`config.mk`:
```
export PLATFORM = sky130hd
export DESIGN_NAME = tpu_seq_ctrl
export DESIGN_NICKNAME = d
export VERILOG_FILES = /design/src/rtl/tpu_seq_ctrl.sv
export SDC_FILE = /design/constraint.sdc
export NUM_CORES = 1
export LEC_CHECK = 0
export ABC_AREA = 1
export CORE_MARGIN = 3
export CORE_UTILIZATION = 66
export CTS_BUF_LIST = sky130_fd_sc_hd__clkbuf_16
export DETAILED_ROUTE_END_ITERATION = 10
export PLACE_DENSITY = 0.85
export SYNTH_ARGS = -nofsm -noshare
export SYNTH_HDL_FRONTEND = slang
export SYNTH_SLANG_ARGS = --single-unit
```
`constraint.sdc`:
```
create_clock -name clk -period 4.2 [get_ports clk]
set_input_delay 0.84 -clock clk [delete_from_list [all_inputs] [get_ports clk]]
set_output_delay 0.84 -clock clk [all_outputs]
set_load 0.02 [all_outputs]
```
`src/rtl/tpu_seq_ctrl.sv`:
```
// Host-side job sequencer for the NxN systolic TPU core: operand staging RAMs,
// LOAD-A / LOAD-B / RUN / STORE instruction issue, and result capture for readback.
module tpu_seq_ctrl #(
    parameter int N          = 4,
    parameter int DATA_W     = 8,
    parameter int RES_W      = 8,
    parameter int RUN_CYCLES = 10,
    parameter int RES_LAT    = 1,
    localparam int ADDR_W    = (N > 1) ? $clog2(N) : 1,
    localparam int INSTR_W   = 4 + 2 * ADDR_W + DATA_W
) (
    input  logic                  clk,
    input  logic                  rst_n,
    input  logic                  wr_en,
    input  logic                  wr_sel,
    input  logic [2*ADDR_W-1:0]   wr_addr,
    input  logic [DATA_W-1:0]     wr_data,
    input  logic                  start,
    input  logic                  reuse_b,
    output logic                  busy,
    output logic                  done,
    output logic                  wr_err,
    output logic [INSTR_W-1:0]    instr,
    input  logic [RES_W-1:0]      result,
    input  logic [2*ADDR_W-1:0]   rd_addr,
    output logic [RES_W-1:0]      rd_data,
    output logic                  res_valid
);

    localparam int DEPTH   = 1 << (2 * ADDR_W);
    localparam int LAST    = N - 1;
    localparam int CNT_MAX = (RUN_CYCLES > RES_LAT) ? RUN_CYCLES : RES_LAT;
    localparam int CNT_W   = $clog2(CNT_MAX + 1);

    localparam logic [1:0] OP_NOP   = 2'b00;
    localparam logic [1:0] OP_RUN   = 2'b01;
    localparam logic [1:0] OP_LOAD  = 2'b10;
    localparam logic [1:0] OP_STORE = 2'b11;
    localparam logic [1:0] SEL_A    = 2'b00;
    localparam logic [1:0] SEL_B    = 2'b10;

    typedef enum logic [2:0] {
        S_IDLE   = 3'd0,
        S_LOAD_A = 3'd1,
        S_LOAD_B = 3'd2,
        S_RUN    = 3'd3,
        S_STORE  = 3'd4,
        S_DRAIN  = 3'd5
    } state_t;

    generate
        if (N < 2 || N > 8 || DATA_W < 1 || RES_W < 1 || RUN_CYCLES < 1 ||
            RES_LAT < 0 || RES_LAT > 4) begin : g_param_err
            $error("tpu_seq_ctrl: parameter value out of range");
        end
    endgenerate

    logic [DATA_W-1:0]              r_ram_a [DEPTH];
    logic [DATA_W-1:0]              r_ram_b [DEPTH];
    logic [RES_W-1:0]               r_cbuf  [DEPTH];

    state_t                         r_state;
    logic [ADDR_W-1:0]              r_row;
    logic [ADDR_W-1:0]              r_col;
    logic [CNT_W-1:0]               r_cnt;
    logic                           r_reuse;
    logic [RES_LAT:0]               r_pv;
    logic [RES_LAT:0][2*ADDR_W-1:0] r_pa;

    logic                           w_idle;
    logic                           w_wr_ok;
    logic [2*ADDR_W-1:0]            w_rc;
    logic                           w_last_rc;
    logic [ADDR_W-1:0]              w_row_nxt;
    logic [ADDR_W-1:0]              w_col_nxt;

    assign w_idle    = (r_state == S_IDLE);
    assign w_wr_ok   = wr_en & w_idle;
    assign w_rc      = {r_row, r_col};
    assign w_last_rc = (r_row == ADDR_W'(LAST)) && (r_col == ADDR_W'(LAST));

    // Row-major walk: column wraps at N-1 and carries into the row; the final step returns to 0,0.
    always_comb begin
        w_row_nxt = r_row;
        w_col_nxt = r_col;
        if (w_last_rc) begin
            w_row_nxt = '0;
            w_col_nxt = '0;
        end else if (r_col == ADDR_W'(LAST)) begin
            w_row_nxt = r_row + ADDR_W'(1);
            w_col_nxt = '0;
        end else begin
            w_row_nxt = r_row;
            w_col_nxt = r_col + ADDR_W'(1);
        end
    end

    // Host writes into the operand staging RAMs (accepted only while idle).
    always_ff @(posedge clk) begin
        if (w_wr_ok) begin
            if (wr_sel) begin
                r_ram_b[wr_addr] <= wr_data;
            end else begin
                r_ram_a[wr_addr] <= wr_data;
            end
        end
    end

    // Result capture: a STORE address leaves the pipe exactly when its result is on the bus.
    always_ff @(posedge clk) begin
        if (r_pv[RES_LAT]) begin
            r_cbuf[r_pa[RES_LAT]] <= result;
        end
    end

    // STORE address pipeline; stage 0 aligns with the STORE currently on instr.
    always_ff @(posedge clk or negedge rst_n) begin
        if (!rst_n) begin
            r_pv <= '0;
            r_pa <= '0;
        end else begin
            r_pv[0] <= (r_state == S_STORE);
            r_pa[0] <= w_rc;
            for (int i = 1; i <= RES_LAT; i++) begin
                r_pv[i] <= r_pv[i-1];
                r_pa[i] <= r_pa[i-1];
            end
        end
    end

    // Registered readback port and rejected-write flag.
    always_ff @(posedge clk or negedge rst_n) begin
        if (!rst_n) begin
            rd_data <= '0;
            wr_err  <= 1'b0;
        end else begin
            rd_data <= r_cbuf[rd_addr];
            wr_err  <= wr_en & ~w_idle;
        end
    end

    // Job sequencer with registered instruction and handshake outputs.
    always_ff @(posedge clk or negedge rst_n) begin
        if (!rst_n) begin
            r_state   <= S_IDLE;
            r_row     <= '0;
            r_col     <= '0;
            r_cnt     <= '0;
            r_reuse   <= 1'b0;
            instr     <= '0;
            busy      <= 1'b0;
            done      <= 1'b0;
            res_valid <= 1'b0;
        end else begin
            done  <= 1'b0;
            instr <= {OP_NOP, {(INSTR_W-2){1'b0}}};
            case (r_state)
                S_IDLE: begin
                    if (start) begin
                        r_reuse   <= reuse_b;
                        res_valid <= 1'b0;
                        busy      <= 1'b1;
                        r_row     <= '0;
                        r_col     <= '0;
                        r_cnt     <= '0;
                        r_state   <= S_LOAD_A;
                    end
                end
                S_LOAD_A: begin
                    instr <= {OP_LOAD, SEL_A, r_row, r_col, r_ram_a[w_rc]};
                    r_row <= w_row_nxt;
                    r_col <= w_col_nxt;
                    if (w_last_rc) begin
                        r_state <= r_reuse ? S_RUN : S_LOAD_B;
                    end
                end
                S_LOAD_B: begin
                    instr <= {OP_LOAD, SEL_B, r_row, r_col, r_ram_b[w_rc]};
                    r_row <= w_row_nxt;
                    r_col <= w_col_nxt;
                    if (w_last_rc) begin
                        r_state <= S_RUN;
                    end
                end
                S_RUN: begin
                    instr <= {OP_RUN, {(INSTR_W-2){1'b0}}};
                    if (r_cnt == CNT_W'(RUN_CYCLES - 1)) begin
                        r_cnt   <= '0;
                        r_state <= S_STORE;
                    end else begin
                        r_cnt <= r_cnt + CNT_W'(1);
                    end
                end
                S_STORE: begin
                    instr <= {OP_STORE, 2'b00, r_row, r_col, {DATA_W{1'b0}}};
                    r_row <= w_row_nxt;
                    r_col <= w_col_nxt;
                    if (w_last_rc) begin
                        r_cnt   <= '0;
                        r_state <= S_DRAIN;
                    end
                end
                S_DRAIN: begin
                    if (r_cnt == CNT_W'(RES_LAT)) begin
                        busy      <= 1'b0;
                        done      <= 1'b1;
                        res_valid <= 1'b1;
                        r_state   <= S_IDLE;
                    end else begin
                        r_cnt <= r_cnt + CNT_W'(1);
                    end
                end
                default: begin
                    busy    <= 1'b0;
                    r_state <= S_IDLE;
                end
            endcase
        end
    end

endmodule
```
==> summary.md, run 1 <==
| Metric | Value |
|---|---|
| Status | complete, no violations |
| Synth top area share | 0.632 |
| Reg2Reg Capture Point | r_ram_b[6][3]$_DFFE_PP_ |
| RSZ-0062 raised after global routing | false |
| HP Class | in2async |
| CTS tree | yes |
| Cell Pwr Density | 569 nW/um^2 |
| Post-CTS Hold Fix Bufs | 0 |
| Yosys warning count | 0 |
| Slew Limit Fails | 0 |
| Cells after DPL | 2023 |
| Routability cong. | 0.948 |
| Lkg Pwr | 8.42 nW |
| Mapped cell area | 18200 um^2 |
| Min Hold Slack | 0.166 ns |
| DIE AREA | 29700 um^2 |
| Post-cts gate resize count | 0 |
| Vias in the first global route | between 10000 and 15000 |
| CP Max Fanout | 16 |
| Post-synth cell types | 29 |
| # H-tree levels | 2 |
| Synth top area cells | edfxtp_1 63%, nand2_1 10%, dfrtp_1 6.7% |
| CP Launch Type | flip-flop |
| Die Span Y | 172 um |
| Final Setup Violations | 0 |
| Clk root buf | clkbuf_16 |
| DP HPWL | 24700 um |
| #FFs+latches synth | 433 |
| Antenna viol nets, final | 0 |
| Global Route Usage Sum | 0.283 |
| Finished Core Util | 0.750 |
| Routed WL per cell | 19.7 um |
| WL final | 41300 um |
| Register area share after synthesis | 0.699 |
| Initial antenna violation count | 0 |
| Syn_nets | 1731 |
| Ys flop type | edfxtp_1 |
| Port bufs | 56 |
| Fin Setup TNS | 0 ns |
| Vias per cell | about 6 |
| Final nets | about 1800 |
| Core Rows | 60 |
| Post-CTS Setup Repair Bufs | 0 |
| Diode count | 0 |
| Pwr Total | 11.5 mW |
| Grt ovf | 0 |
| Worst skew pair latency | 0.53 ns |
| Worst Tran Pin Value | about 1.2 ns |
| Post-synth EDFFs | 384 |
| Design area | 20300 um^2 |
| DR vias | 12300 |
| TritonRoute pass-1 iters | 6 |
| Placeable Area | 27000 um^2 |
| Synth area leader | edfxtp_1 |
| R2r worst-path depth | 6 |
| WP data arrival | 2.93 ns |
| Min Tclk post-route | 2.76 ns |
| Post-route clock skew | 0.0139 ns |
| Residual DRC | 0 |
| Final worst path period share | 0.658 |
| Area grow syn2layout | 11.2% |
| Setup CP Type | reg2reg |
| Setup crit end kind | flip-flop |
| Place WS | 1.02 ns |
| Initial Util | 0.675 |
| Worst R2R Start | r_state[0]$_DFFE_PN0P_ |
| Final Hold Viols | 0 |
| List of most frequent post-synthesis cells | 489 x nand2_1, 384 x edfxtp_1, 254 x inv_1 |
| Clk buf depth | 3 |
| Post-route setup slack | 1.44 ns |
| Chip width | about 170 um |
| Layout Cells excl Fill | 2099 |
| VDD IR max | 0.591 mV |
| Layout cells sized above 1 | 0.0569 |
| Total CTS buffers | just over 40 |
| Worst rel slew slack | 0.167 |
| Boundary Pins | 58 |
| Post-Syn Area per Cell | between 10 and 15 um^2 |
| First-pass GRT wire length | 63400 um |
| CTS clock-pin slew for the worst setup and hold paths | 0.06 ns |
| Clock sink count | 433 |
| Maxcap violations | 0 |
| Initial DRC Count | 1778 |
| WP data required | 4.37 ns |
| Cell with the most instances after synthesis | nand2_1 |
| Fraction of registers with async set/reset | 0.113 |
| Placed Area | 18900 um^2 |
| Post-Syn Instances | 1697 |
| Slack of the worst reg-to-reg path | 1.44 ns |
| Achievable frequency | between 0.3 and 0.4 GHz |
| Largest net degree at the start of global routing | 130 |
==> kinds of logic (layout without fill, tap and decap cells) <==
logic type | Yosys count | count (layout) | share of synthesized area
adders and majority gates | 4 | 4 | 0.00274
buffers and inverters | 342 | 403 | 0.0757
DFF | 433 | 433 | 0.699
and+or+nand+nor | 805 | 805 | 0.186
AOI/OAI and AO/OA | 110 | 110 | 0.0350
other | 1 | 1 | 0.000206
xor gates and xnor gates | 2 | 2 | 0.000960
==> critical path, cell delays in order, from the launching register on <==
cell     delay [ns]
dfrtp_1        0.45
nor2_1         0.15
nand2_1        0.09
inv_1          0.08
buf_4          0.19
nand3_1        0.61
nor2_1         0.81
==> cell usage in the layout, fill, tap and decap left out, drive strengths merged <==
cell	n
o211ai	32
o21ai	43
buf	18
nor3	2
dfrtp	49
nand2	493
clkdlybuf4s50	48
nand3	237
a21oi	35
nand4	2
clkinv	17
ha	4
xor2	2
conb	1
inv	270
nand3b	2
edfxtp	384
clkbuf	45
bufinv	5
nor2	69
==> cell type report <==
cell class,instances,area [um^2]
Sequential cell,433,12800
Tap cell,341,427
Multi-Input combinational cell,922,4110
Timing Repair Buffer,66,611
Fill cell,1587,6740
Clock buffer,45,1130
Inverter,261,982
Clock inverter,31,267
==> registers in the layout (all words and copies together) (netlist names) <==
signal / count
r_pa: 8
r_cnt: 4
rd_data: 8
r_pv: 2
wr_err: 1
r_col: 2
done: 1
r_state: 3
busy: 1
r_cbuf: 128
r_reuse: 1
r_ram_a: 128
instr: 15
r_ram_b: 128
res_valid: 1
r_row: 2
==> how the worst max path moves through the flow <==
stage	endpoint	slack, ns	from
floorplan	r_ram_a[15][0]$_DFFE_PP_	2.18	wr_sel
global placement	r_ram_b[13][6]$_DFFE_PP_	1.16	wr_en
detailed placement	r_ram_b[6][1]$_DFFE_PP_	1.02	wr_en
CTS	r_ram_b[6][6]$_DFFE_PP_	1.48	r_state[0]$_DFFE_PN0P_
global route	r_ram_b[6][1]$_DFFE_PP_	1.32	r_state[0]$_DFFE_PN0P_
finish	r_ram_b[6][3]$_DFFE_PP_	1.44	r_state[0]$_DFFE_PN0P_
==> where the power goes <==
group          internal (mW)  total (mW)  switching, mW
Sequential              4.88        5.08          0.196
Combinational          0.813        2.72           1.91
Clock                   2.24        3.75           1.51
Total                   7.93        11.5           3.61
==> layer usage <==
| layer | track usage | wire, um | vias to the layer above |
|---|---|---|---|
| met1 | 0.363 | 14900 | 5739 |
| met2 | 0.478 | 20200 | 746 |
| met3 | 0.0473 | 4020 | 154 |
| met5 | 0 | 0 | - |
| li1 | - | - | 5637 |
| met4 | 0.136 | 2150 | 0 |
Note: power is estimated with default switching activity, not from simulation.
==> run 2: changes to the inputs <==
--- a/config.mk
+++ b/config.mk
@@ -7,10 +7,10 @@
 export LEC_CHECK = 0
 export ABC_AREA = 1
 export CORE_MARGIN = 3
-export CORE_UTILIZATION = 66
+export CORE_UTILIZATION = 61
 export CTS_BUF_LIST = sky130_fd_sc_hd__clkbuf_16
 export DETAILED_ROUTE_END_ITERATION = 10
-export PLACE_DENSITY = 0.85
+export PLACE_DENSITY = 0.79
 export SYNTH_ARGS = -nofsm -noshare
 export SYNTH_HDL_FRONTEND = slang
 export SYNTH_SLANG_ARGS = --single-unit
==> constraint.sdc (replaced) <==
create_clock -name clk -period 2.62 [get_ports clk]
set_input_delay 0.524 -clock clk [delete_from_list [all_inputs] [get_ports clk]]
set_output_delay 0.524 -clock clk [all_outputs]
set_load 0.02 [all_outputs]
==> run 2 against run 1 <==
Against the previous run:
- die area up 7.9%
- flip-flop and latch count unchanged
- final area up 2.6%
- largest power group unchanged
==> summary.md, run 2 (synthesized netlist as in run 1, its figures left out) <==
| Metric | Value |
|---|---|
| Most frequent cells in the layout | 489 x nand2_1, 384 x edfxtp_1, 264 x inv_1, 236 x nand3_1, 67 x nor2_1 |
| Layout cells sized above 1 | 0.0795 |
| Vias per cell | 5.57 |
| DIE AREA | 32000 um^2 |
| Clk buf depth | 3 |
| Post-CTS Hold Fix Bufs | 0 |
| Initial Util | 0.627 |
| Clk root buf | clkbuf_16 |
| Global Route Usage Sum | 0.270 |
| Post-route clock skew | 0.0150 ns |
| Boundary Pins | 58 |
| Antenna viol nets, final | 0 |
| Port bufs | 56 |
| Max stage delay cell, worst path | nand3b_2 |
| WP data arrival | 2.37 ns |
| Most frequent cell on the critical path | nor2_1 |
| Crit path launch | r_state[0]$_DFFE_PN0P_ |
| Status | complete, no violations |
| HP Class | in2async |
| First-pass GRT wire length | 65300 um |
| Residual DRC | 0 |
| Initial DRC Count | roughly 1500 |
| # H-tree levels | 2 |
| Fin Setup TNS | 0 ns |
| Min Tclk post-route | 2.13 ns |
| Die Span Y | 179 um |
| Final nets | 1813 |
| RSZ-0062 raised after global routing | false |
| CTS tree | yes |
| WP data required | ~2.9 ns |
| Worst rel slew slack | 0.410 |
| DR vias | 12200 |
| Core Rows | 62 |
| CP Launch Type | flip-flop |
| Worst skew pair latency | ~0.53 ns |
| Final Hold Viols | 0 |
| Routability cong. | 0.933 |
| Final worst path period share | 0.813 |
| Setup CP Type | reg2reg |
| VDD IR max | between 0.6 and 0.7 mV |
| Post-route setup slack | 0.491 ns |
| Area grow syn2layout | 14.1% |
| Worst Tran Pin Value | about 0.9 ns |
| Post-cts gate resize count | 0 |
| Initial antenna violation count | 0 |
| Setup crit end kind | flip-flop |
| Vias in the first global route | around 12000 |
| Diode count | 0 |
| Place WS | 0.278 ns |
| Achievable frequency | 0.470 GHz |
| Cell Pwr Density | about 900 nW/um^2 |
| Total CTS buffers | 43 |
| DP HPWL | 26200 um |
| Cell chain of the critical path | nor2_1 -> nand2_1 -> inv_1 -> nand3b_2 -> nor2_1 -> buf_4 |
| Most common cell after layout, fill and taps aside | nand2_1 |
| Reg2Reg Capture Point | r_ram_a[6][7]$_DFFE_PP_ |
| CP Max Fanout | 16 |
| Final Setup Violations | 0 |
| Routed WL per cell | 19.2 um |
| R2r worst-path depth | 6 |
| Slack of the worst reg-to-reg path | 0.49 ns |
| Slew Limit Fails | 0 |
| Fillers | roughly 2000 |
| Clock sink count | about 430 |
| Lkg Pwr | 8.71 nW |
| Grt ovf | 0 |
| Slowest stage delay, CP | 0.47 ns |
| TritonRoute pass-1 iters | 5 |
| CTS clock-pin slew for the worst setup and hold paths | ~0.060 ns |
| End point of the critical path | r_ram_a[6][7]$_DFFE_PP_ |
| Placeable Area | 29100 um^2 |
| Largest net degree at the start of global routing | roughly 130 |
| Worst R2R Start | r_state[0]$_DFFE_PN0P_ |
| Chip width | 179 um |
| Maxcap violations | 0 |
| Post-CTS Setup Repair Bufs | 0 |
| WL final | 42000 um |
[run 2: cell count changes in the layout (fill, tap and decap cells not counted), moves of 3 or more]
cell and change:
inv_1 +3, buf_12 +5, clkinv_2 +3, clkdlybuf4s50_1 +5, inv_2 -4, buf_4 +47
buf_2 -5
[run 2: through the flow]
stage	instance area [um^2]	hold slack, ns	cells	power (mW)	utilization
after floorplan	18200	0.228	1697	11.2	-
after CTS	20800	0.132	2195	18.7	0.715
final	20800	0.112	2195	18.6	0.715
after global routing	20800	0.159	2195	19.5	0.715
after detailed placement	19400	0.339	2118	12.7	0.668
after global placement	19400	0.338	2118	12.6	0.668
[run 2: how the worst min path moves through the flow]
stage	to	startpoint
final	rd_data[2]$_DFF_PN0_	rst_n
after global routing	rd_data[6]$_DFF_PN0_	rst_n
after CTS	rd_data[6]$_DFF_PN0_	rst_n
after detailed placement	r_pa[5]$_DFF_PN0_	r_pa[1]$_DFF_PN0_
after global placement	r_pa[7]$_DFF_PN0_	r_pa[3]$_DFF_PN0_
after floorplan	busy$_DFFE_PN0P_	rst_n
[run 2: area by class of cell]
type | instances | area (um^2) | share of cell area
multi-input combinational | 922 | 4110 | 0.197
tap | 384 | 480 | 0.0231
timing repair buffer | 118 | 1090 | 0.0523
inverter | 261 | 982 | 0.0472
clock buffer | 45 | 1130 | 0.0541
clock inverter | 32 | 264 | 0.0127
sequential | 433 | 12800 | 0.613
[run 2: critical path: cells and delay by family, from the launching register on]
| kind | cells | cell delay (ns) |
|---|---|---|
| and+or+nand+nor | 4 | 1.01 |
| buffers and inverters | 2 | 0.36 |
| DFF | 1 | 0.46 |
[run 2: per-layer routing]
| layer | GRT usage | vias to the layer above | share of wire |
|---|---|---|---|
| met3 | 0.0407 | 112 | 0.081 |
| li1 | - | 5750 | - |
| met4 | 0.0981 | 0 | 0.034 |
| met1 | 0.353 | 5773 | 0.39 |
| met2 | 0.462 | 598 | 0.50 |
| met5 | 0 | - | 0 |
[run 2: where the power goes]
group          switching, mW  leakage (nW)  internal [mW]
clock network           2.42         0.732           3.58
registers              0.173          4.08           7.83
logic                   3.24          3.90           1.41
total                   5.83          8.71           12.8
==> run 3: changes to the inputs <==
--- a/config.mk
+++ b/config.mk
@@ -7,10 +7,10 @@
 export LEC_CHECK = 0
 export ABC_AREA = 1
 export CORE_MARGIN = 3
-export CORE_UTILIZATION = 61
+export CORE_UTILIZATION = 55
 export CTS_BUF_LIST = sky130_fd_sc_hd__clkbuf_16
 export DETAILED_ROUTE_END_ITERATION = 10
-export PLACE_DENSITY = 0.79
+export PLACE_DENSITY = 0.75
 export SYNTH_ARGS = -nofsm -noshare
 export SYNTH_HDL_FRONTEND = slang
 export SYNTH_SLANG_ARGS = --single-unit
==> constraint.sdc (replaced) <==
create_clock -name clk -period 1.9 [get_ports clk]
set_input_delay 0.38 -clock clk [delete_from_list [all_inputs] [get_ports clk]]
set_output_delay 0.38 -clock clk [all_outputs]
set_load 0.02 [all_outputs]
==> run 3 against run 2 <==
Against the previous run:
- non-clock buffer count increased by 35
- worst hold slack improved by 0.24 ns
- clock skew decreased by 0.0018 ns
- cell count increased by 4.2%
- final area increased by 1.7%
- global-route usage decreased by 3.2 points
- count of clock-buffer cells in the layout unchanged
- critical path depth decreased by 5
- die area increased by 11%
- sequential power increased by 37%
- flip-flop and latch count unchanged
==> summary.md, run 3 (synthesized netlist as in run 1, its figures left out) <==
| Metric | Value |
|---|---|
| Status | complete, no violations |
| Worst skew pair latency | 0.55 ns |
| Part of the power in combinational logic | 0.254 |
| Routed WL per cell | 18.2 um |
| Setup CP Type | reg2out |
| Lkg Pwr | roughly 9.0 nW |
| GRT met2 Usage | 0.405 |
| Die Span Y | 188 um |
| Cell Pwr Density | 1210 nW/um^2 |
| Sw Share | 0.312 |
| Global Route Usage Sum | 0.238 |
| Buf/Inv on CP | 1 |
| Final Hold Viols | 0 |
| CP top delay family | buffers and inverters |
| Achievable frequency | 0.539 GHz |
| CP Max Fanout | 1 |
| Placed Area | 19800 um^2 |
| Global Route met1 Usage | 0.312 |
| Sequential power share | 0.431 |
| Min Tclk post-route | 1.86 ns |
| GRT Max-Usage Layer | met2 |
| Clk pwr share | 0.314 |
| Maxcap violations | 0 |
| Worst Tran Pin Value | 0.634 ns |
| Max stage delay cell, worst path | clkdlybuf4s50_1 |
| WL final | 41700 um |
| Antenna viol nets, final | 0 |
| Total CTS buffers | 43 |
| TritonRoute pass-1 iters | 6 |
| Final Setup Violations | 0 |
| Final worst path period share | 0.977 |
| Chip width | approximately 190 um |
| Boundary Pins | 58 |
| Psw | 7.98 mW |
| Final nets | 1848 |
| Diode count | 0 |
| # H-tree levels | 2 |
| Port bufs | 56 |
| HP Class | in2async |
| Residual DRC | 0 |
| Most frequent cells in the layout | 489 x nand2_1, 384 x edfxtp_1, 264 x inv_1, 236 x nand3_1, 85 x buf_4 |
| Design area | 21200 um^2 |
| WP data arrival | 1.48 ns |
| Setup crit end kind | primary output |
| Initial antenna violation count | 0 |
| Cell chain of the critical path | clkdlybuf4s50_1 |
| Initial Util | 0.559 |
| Grt ovf | 0 |
| Int Power | 17.6 mW |
| VDD IR max | 1.07 mV |
| Vias per cell | 5.34 |
| Met3 Resource Use GR | 0.0378 |
| Fin Setup TNS | 0 ns |
| Initial DRC Count | around 1400 |
| DP HPWL | around 26000 um |
| Slowest stage delay, CP | 0.60 ns |
| First-pass GRT wire length | 65800 um |
| WP data required | around 1.5 ns |
| Routability cong. | 0.890 |
| Worst rel slew slack | 0.576 |
| DR vias | between 10000 and 15000 |
| Layout cells sized above 1 | 0.0965 |
| CTS clock-pin slew for the worst setup and hold paths | 0.06 ns |
| Clk root buf | clkbuf_16 |
| Core Rows | between 60 and 70 |
| DIE AREA | about 35000 um^2 |
| RSZ-0062 raised after global routing | false |
| Post-route clock skew | between 0.01 and 0.015 ns |
| Post-CTS Setup Repair Bufs | 0 |
| CTS tree | yes |
| Area grow syn2layout | 16.0% |
| Vias in the first global route | 12200 |
| Clock sink count | 433 |
| Clk buf depth | 3 |
| Slew Limit Fails | 0 |
| Placeable Area | around 33000 um^2 |
| Most common cell after layout, fill and taps aside | nand2_1 |
| Largest net degree at the start of global routing | 68 |
| CP Launch Type | flip-flop |
[run 3: final timing paths]
| check | startpoint | end | slack [ns] | depth (start not counted) |
|---|---|---|---|---|
| hold reg to reg | r_pa[1]$_DFF_PN0_ | r_pa[5]$_DFF_PN0_ | 0.35 | 0 |
| min in group clk | r_pa[1]$_DFF_PN0_ | r_pa[5]$_DFF_PN0_ | 0.35 | 0 |
| hold / removal | rst_n | rd_data[4]$_DFF_PN0_ | 0.35 | 2 |
| setup / recovery | instr[2]$_DFF_PN0_ | instr[2] | 0.04 | 1 |
| max in group asynchronous | rst_n | r_col[0]$_DFFE_PN0P_ | 0.96 | 3 |
| setup reg to reg | r_state[2]$_DFFE_PN0P_ | r_ram_a[8][0]$_DFFE_PP_ | 0.14 | 7 |
[run 3: timing repair]
action | CTS | global route
gates cloned | 0 | 0
gates resized for setup | 8 | 3
endpoints found under the hold margin | 16 | 0
hold buffers | 1 | 0
setup endpoints to repair | 8 | 3
[run 3: final cells by class]
cell class | instances | area (um^2)
fillers | 2435 | 11400
multi-input cells | 922 | 4110
repair buffers | 153 | 1430
well taps | 442 | 553
clock inverters | 31 | 213
clock buffers | 45 | 1130
inverters | 261 | 982
flip-flops and latches | 433 | 12800
[run 3: through the flow]
step | hold slack [ns] | utilization | power [mW] | instances | setup slack [ns]
final | 0.348 | 0.649 | 25.6 | 2287 | 0.0444
after global routing | 0.356 | 0.649 | 26.9 | 2287 | 0.00499
after CTS | 0.343 | 0.649 | 25.6 | 2287 | 0.0138
after detailed placement | 0.336 | 0.608 | 17.7 | 2210 | -0.113
after global placement | 0.335 | 0.608 | 17.5 | 2210 | -0.0532
after floorplan | 0.0844 | - | 15.5 | 1697 | 0.0385
[run 3: power groups by stage]
stage | sequential, mW | combinational (mW) | clock, mW
floorplan | 11.3 | 4.13 | 0
global route | 11.1 | 7.20 | 8.59
finish | 11.0 | 6.50 | 8.04
global placement | 11.2 | 6.31 | 0
detailed placement | 11.2 | 6.44 | 0
CTS | 11.0 | 6.46 | 8.15
[run 3: routing by layer]
| metal | up-vias | routed length [um] |
|---|---|---|
| met1 | 5726 | 16500 |
| li1 | 5813 | - |
| met3 | 110 | 3260 |
| met2 | 574 | 20500 |
| met4 | 0 | 1470 |
| met5 | - | 0 |
